`src/rtl/ram_arb.sv`:
```
// rtl/ram_arb.sv - two-requester PSRAM arbiter and single-word transaction sequencer
// CPU port has priority; a starve counter guarantees the host a slot under sustained CPU load.
module ram_arb #(
  parameter int AW           = 22,
  parameter int DW           = 16,
  parameter int STARVE_LIMIT = 4,
  parameter int TIMEOUT      = 255
) (
  input  logic          clk,
  input  logic          rst,

  input  logic          cpu_req,
  input  logic          cpu_we,
  input  logic          cpu_byte,
  input  logic [AW-1:0] cpu_addr,
  input  logic [DW-1:0] cpu_wdata,
  output logic [DW-1:0] cpu_rdata,
  output logic          cpu_ack,

  input  logic          host_req,
  input  logic          host_we,
  input  logic          host_byte,
  input  logic [AW-1:0] host_addr,
  input  logic [DW-1:0] host_wdata,
  output logic [DW-1:0] host_rdata,
  output logic          host_ack,

  input  logic          ram_init,
  input  logic          ram_busy,
  input  logic          ram_done,
  input  logic [DW-1:0] ram_rdata,
  output logic [AW-1:0] ram_addr,
  output logic [DW-1:0] ram_wdata,
  output logic          ram_read,
  output logic          ram_write,
  output logic          ram_byte,

  output logic          grant_host,
  output logic          busy,
  output logic          tmo
);

  typedef enum logic [2:0] {
    S_INIT  = 3'd0,
    S_IDLE  = 3'd1,
    S_ISSUE = 3'd2,
    S_WAIT  = 3'd3,
    S_ACK   = 3'd4
  } state_t;

  localparam logic [3:0] LP_STARVE = 4'(STARVE_LIMIT);
  localparam logic [7:0] LP_TMO    = 8'(TIMEOUT);

  state_t        r_state;
  state_t        w_next;

  logic [3:0]    r_starve;
  logic [7:0]    r_tmo_cnt;
  logic          r_tmo;
  logic          r_we;
  logic          r_byte;
  logic          r_grant_host;
  logic          r_busy;
  logic [AW-1:0] r_ram_addr;
  logic [DW-1:0] r_ram_wdata;
  logic [DW-1:0] r_cpu_rdata;
  logic [DW-1:0] r_host_rdata;

  logic          w_pick_host;
  logic          w_grant;
  logic          w_done_ok;
  logic          w_expire;
  logic          w_load_rdata;
  logic [DW-1:0] w_rdata_val;

  always_comb begin
    w_pick_host  = host_req & (~cpu_req | (r_starve == LP_STARVE));
    w_grant      = (r_state == S_IDLE) & ~ram_busy & (cpu_req | host_req);
    w_done_ok    = (r_state == S_WAIT) & ram_done;
    w_expire     = (r_state == S_WAIT) & ~ram_done & (r_tmo_cnt == LP_TMO);
    w_load_rdata = (w_done_ok | w_expire) & ~r_we;
    w_rdata_val  = w_done_ok ? ram_rdata : {DW{1'b1}};
  end

  always_ff @(posedge clk) begin
    if (rst) begin
      r_state <= S_INIT;
    end else begin
      r_state <= w_next;
    end
  end

  always_comb begin
    w_next = r_state;
    case (r_state)
      S_INIT:  if (ram_init) w_next = S_IDLE;
      S_IDLE:  if (w_grant) w_next = S_ISSUE;
      S_ISSUE: w_next = S_WAIT;
      S_WAIT:  if (w_done_ok || w_expire) w_next = S_ACK;
      S_ACK:   w_next = S_IDLE;
      default: w_next = S_INIT;
    endcase
  end

  always_ff @(posedge clk) begin
    if (rst) begin
      r_starve     <= '0;
      r_tmo_cnt    <= '0;
      r_tmo        <= 1'b0;
      r_we         <= 1'b0;
      r_byte       <= 1'b0;
      r_grant_host <= 1'b0;
      r_busy       <= 1'b0;
      r_ram_addr   <= '0;
      r_ram_wdata  <= '0;
      r_cpu_rdata  <= '0;
      r_host_rdata <= '0;
    end else begin
      // Registered so that it reads 0 in the cycle right after reset.
      r_busy <= (w_next != S_IDLE);

      if (w_grant) begin
        r_grant_host <= w_pick_host;
        r_ram_addr   <= w_pick_host ? host_addr  : cpu_addr;
        r_ram_wdata  <= w_pick_host ? host_wdata : cpu_wdata;
        r_we         <= w_pick_host ? host_we    : cpu_we;
        r_byte       <= w_pick_host ? (host_we & host_byte) : (cpu_we & cpu_byte);
      end

      if (w_grant && w_pick_host) begin
        r_starve <= '0;
      end else if (w_grant && host_req) begin
        if (r_starve != LP_STARVE) r_starve <= r_starve + 4'd1;
      end else if ((r_state == S_IDLE) && !host_req) begin
        r_starve <= '0;
      end

      if (r_state == S_ISSUE) begin
        r_tmo_cnt <= '0;
      end else if ((r_state == S_WAIT) && !ram_done && !w_expire) begin
        r_tmo_cnt <= r_tmo_cnt + 8'd1;
      end

      if (w_expire) r_tmo <= 1'b1;

      // An abandoned read returns all-ones so the master never sees stale data.
      if (w_load_rdata) begin
        if (r_grant_host) r_host_rdata <= w_rdata_val;
        else              r_cpu_rdata  <= w_rdata_val;
      end
    end
  end

  assign ram_addr   = r_ram_addr;
  assign ram_wdata  = r_ram_wdata;
  assign ram_byte   = r_byte;
  assign ram_read   = (r_state == S_ISSUE) & ~r_we;
  assign ram_write  = (r_state == S_ISSUE) &  r_we;
  assign cpu_ack    = (r_state == S_ACK) & ~r_grant_host;
  assign host_ack   = (r_state == S_ACK) &  r_grant_host;
  assign cpu_rdata  = r_cpu_rdata;
  assign host_rdata = r_host_rdata;
  assign grant_host = r_grant_host;
  assign busy       = r_busy;
  assign tmo        = r_tmo;

endmodule

```
`config.mk`:
```
export PLATFORM = sky130hd
export DESIGN_NAME = ram_arb
export DESIGN_NICKNAME = d
export VERILOG_FILES = /design/src/rtl/ram_arb.sv
export SDC_FILE = /design/constraint.sdc
export NUM_CORES = 1
export LEC_CHECK = 0
export CELL_PAD_IN_SITES_DETAIL_PLACEMENT = 0
export CELL_PAD_IN_SITES_GLOBAL_PLACEMENT = 2
export CORE_ASPECT_RATIO = 1.1
export CORE_MARGIN = 5
export CORE_UTILIZATION = 21
export CTS_CLUSTER_SIZE = 10
export DETAILED_ROUTE_END_ITERATION = 7
export GPL_TIMING_DRIVEN = 0
export MAX_ROUTING_LAYER = met4
export PLACE_DENSITY = 0.79
export SYNTH_ARGS = -nofsm -noshare
export SYNTH_HDL_FRONTEND = slang
export SYNTH_SLANG_ARGS = --single-unit
export TNS_END_PERCENT = 50
```
`constraint.sdc`:
```
create_clock -name clk -period 1.7 [get_ports clk]
set_input_delay 0.425 -clock clk [delete_from_list [all_inputs] [get_ports clk]]
set_output_delay 0.425 -clock clk [all_outputs]
set_load 0.01 [all_outputs]
```
==> flow_results.org <==
** Drt
- Wires add up to 14800 um.
- Dividing the detail-routed via count by the number of cells gives 4.55.
- After detailed routing, the number of remaining DRC violations is 0.
- The detail route stage leaves a number of antenna-violating nets equal to 0.
- Detailed router's first-iteration violation count :: 181
- Across all layers, the routed design uses 4182 vias.
- The first TritonRoute pass finished after 5 iterations.
- WL per Instance :: 16.1 um

** STA
- Counting I/O delays and the setup requirement, the final critical path takes 1.69 ns.
- Setup violations, final :: 0
- The max-slew violation count is 0.
- For the final database, setup skew stands at 0.0136 ns.
- Period Utilization, post-route :: 99.4%
- On the final layout, the worst hold slack is 0.468 ns.
- Slew headroom :: 59.3%
- Timing would allow up to 592 MHz.
- Setup repair after global routing could not meet its margin everywhere.
- For the pin with the worst max-slew slack, the measured transition is 0.610 ns.
- The hold violation count in the final report is 0.
- Once routing completed, OpenROAD measured the worst setup slack at 0.00998 ns.

** Critical path
- Critical path data required time :: 1.27 ns
- R2r setup slk :: 0.05 ns
- The critical path is of the flip-flop to output port type.
- Along the worst path, the maximum fanout reaches 6.
- Worst flop-to-flop path endpoint :: ram_addr[9]$_SDFFE_PP0P_
- The worst setup path is launched from a flip-flop.
- Data arrival time of the critical path :: 1.27 ns
- Origin of the critical flop-to-flop path :: r_starve[0]$_SDFFE_PP0P_
- Number of cell instances on the worst register-to-register path :: 8
- The worst setup path is captured at an output port.

** Floorplanning
- Starting density of the core :: 21.5%
- Die ar. :: 21700 um2
- For this design the top-level I/O count stands at 181.
- Die width :: 141 um
- The total area inside the core boundary comes to 18500 um2.
- The floorplan has 52 rows.
- Overall die height :: 154 um

** Global routing
- The initial antenna violation count is 1.
- Wire length of the first global-routing pass :: 22500 um
- Maximum number of pins on one net before global-route repair :: 19
- Vias in the first global route :: 4180
- After global routing the overflow that remains totals 0.
- For this run, the total global-route usage over all layers was measured as 13.2%.

** Clocking
- CTS H-Tree Depth :: 3
- Clock tree synthesis found a total of 90 sinks.
- Number of buffers created by CTS :: 9
- Clock latency on the worst-skew pair, taken at its later pin, is 0.35 ns.
- Hold-fix buffer count after cts :: 0
- Clock root cell :: clkbuf_16
- Maximum clock insertion buffer count :: 2
- After clock tree synthesis, the clock-pin slew on the worst setup and hold paths is 0.07 ns.
- TritonCTS clock tree :: built

** Min path
- Hold path endpoint :: host_rdata[13]$_SDFFE_PP0P_
- The worst hold path passes through 2 cells.
- Min-Delay Path Class :: flip-flop to flip-flop
- The worst hold path begins at host_rdata[13]$_SDFFE_PP0P_.

** Power and ir drop
- Power spread over the standard cell area amounts to 743 nW/um2.
- Worst vdd ir :: 0.576 mV
- Total Power :: 5.26 mW
- For this design the static power due to leakage is 3.15 nW.

** Synthesis
- Post-synth cell types :: 51
- The synthesized netlist occupies a cell area of 3970 um2.
- Synth async-reset ratio :: 0%
- Summing the sequential cell areas from Yosys gives 45.4% of the chip area.
- Synth warn :: 0
- Number of nets produced by synthesis :: 566
- Number of synthesized register bits :: 90
- Primary FF master, synth :: dfxtp_1
- In this run the mean area of a mapped cell was 8.62 um2.
- The synthesized design contains 0 enable-type register cells.
- The cell count after synthesis came out at 460.

** Cells and area
- For this run, the post-layout net count is 776.
- Cells with a size suffix above 1 make up 19.6% of the layout.
- Area growth syn-to-layout :: 78.4%
- Post-route cell area :: 7070 um2

** Job
- Count of max-cap constraint violations :: 0

** Place
- At the end of routability-driven placement, the weighted congestion stood at 0.809.
- DP Area :: 6070 um2
- OpenSTA, run right after detailed placement, puts the worst setup slack at -1.08 ns.
- Number of buffers added on ports :: 180
- Detailed placement ended at an HPWL of 10800 um.

** Run status
- Result of the run :: completed
worst max-delay path by stage:
stage	from	end	slack (ns)	depth (start not counted)
final	r_state[2]$_SDFF_PP0_	ram_read	0.01	3
after detailed placement	host_req	ram_addr[19]$_SDFFE_PP0P_	-1.08	5
after global placement	host_req	ram_addr[13]$_SDFFE_PP0P_	-1.00	5
after floorplan	r_starve[0]$_SDFFE_PP0P_	ram_byte$_SDFFE_PP0P_	0.01	7
after global routing	r_state[1]$_SDFF_PP0_	ram_read	-0.05	3
after CTS	grant_host$_SDFFE_PP0P_	host_ack	-0.04	2
cells by family after synthesis:
logic type / share of synthesized area [%]
AOI/OAI and AO/OA: 21.5
adders and majority gates: 0.947
muxes: 0.505
xor gates and xnor gates: 1.10
DFF: 45.4
and+or+nand+nor: 23.4
buffers and inverters: 7.10
sequential cells by signal (all words and copies together) (netlist names):
name and count:
ram_addr 22, cpu_rdata 16, host_rdata 16, ram_wdata 16
r_tmo_cnt 8, r_starve 4, r_state 3, busy 1
grant_host 1, r_we 1, ram_byte 1, tmo 1
timing repair:
action	in CTS	in global routing
gates cloned	2	1
buffers inserted	15	5
resized for setup	107	90
setup endpoints to repair	96	121
pin swaps	11	22
critical path: stages (launching register included):
cell	delay, ns
dfxtp_4	0.37
nor3b_4	0.24
nor2b_4	0.21
buf_6	0.11
layout make-up:
class | instances | area [um2]
fillers | 1878 | 11400
multi-input cells | 300 | 2110
repair buffers | 203 | 2080
flip-flops and latches | 90 | 1830
plain buffers | 31 | 322
well taps | 243 | 304
clock buffers | 9 | 225
inverters | 35 | 131
clock inverters | 7 | 68.8
diodes | 1 | 2.50
synth_stat cells, types with 2 or more instances:
cell       n  area share [%]
buf_2      9             1.1
and2_1     2            0.32
o21ai_1    2            0.25
o21ai_0    4            0.50
a221oi_2  10             3.8
nor2b_1   19             3.0
a311oi_1  40             8.8
ha_1       3            0.95
nand2_1   84             8.0
o21ai_2    2            0.44
dfxtp_1   90              45
a21oi_1    7            0.88
nor3_1     2            0.25
a221oi_1  22             4.9
mux2i_1    2            0.50
o211ai_1   2            0.38
nand3_1    6            0.76
inv_1     35             3.3
nand4_1    3            0.47
nor4b_1    2            0.44
xor2_1     4            0.88
clkbuf_1  25             2.4
nor2_1    56             5.3
or3_1      2            0.32
power by group:
group	total [mW]	internal, mW	switching, mW
clock	2.01	1.04	0.967
sequential	2.25	2.19	0.0593
combinational	0.997	0.563	0.434
metrics by stage:
stage	cells	utilization (%)	TNS [ns]
floorplan	460	-	0
global placement	883	32.9	-61.28
detailed placement	883	32.9	-66.21
CTS	914	36.5	-0.204
global route	919	38.3	-0.134
finish	919	38.3	0
layer usage:
layer	track usage, %	part of all wire (%)
met1	16.1	43
met2	21.9	50
met3	2.98	5.8
met5	-	0
met4	3.60	1.2
placed cells by master, fill, tap and decap left out, types with 9 or more instances in the layout:
cell	netlist	layout
nand2_1	84	82
a311oi_1	40	26
a311oi_2	0	14
nor2_1	56	55
a221oi_2	10	12
inv_1	35	33
buf_8	0	9
dlymetal6s2s_1	0	36
nor2b_1	19	18
clkbuf_16	0	11
buf_4	0	19
clkdlybuf4s50_1	0	127
dfxtp_1	90	79
a221oi_1	22	20
dlygate4sd2_1	0	13
Power figures use the tool's default switching activity.
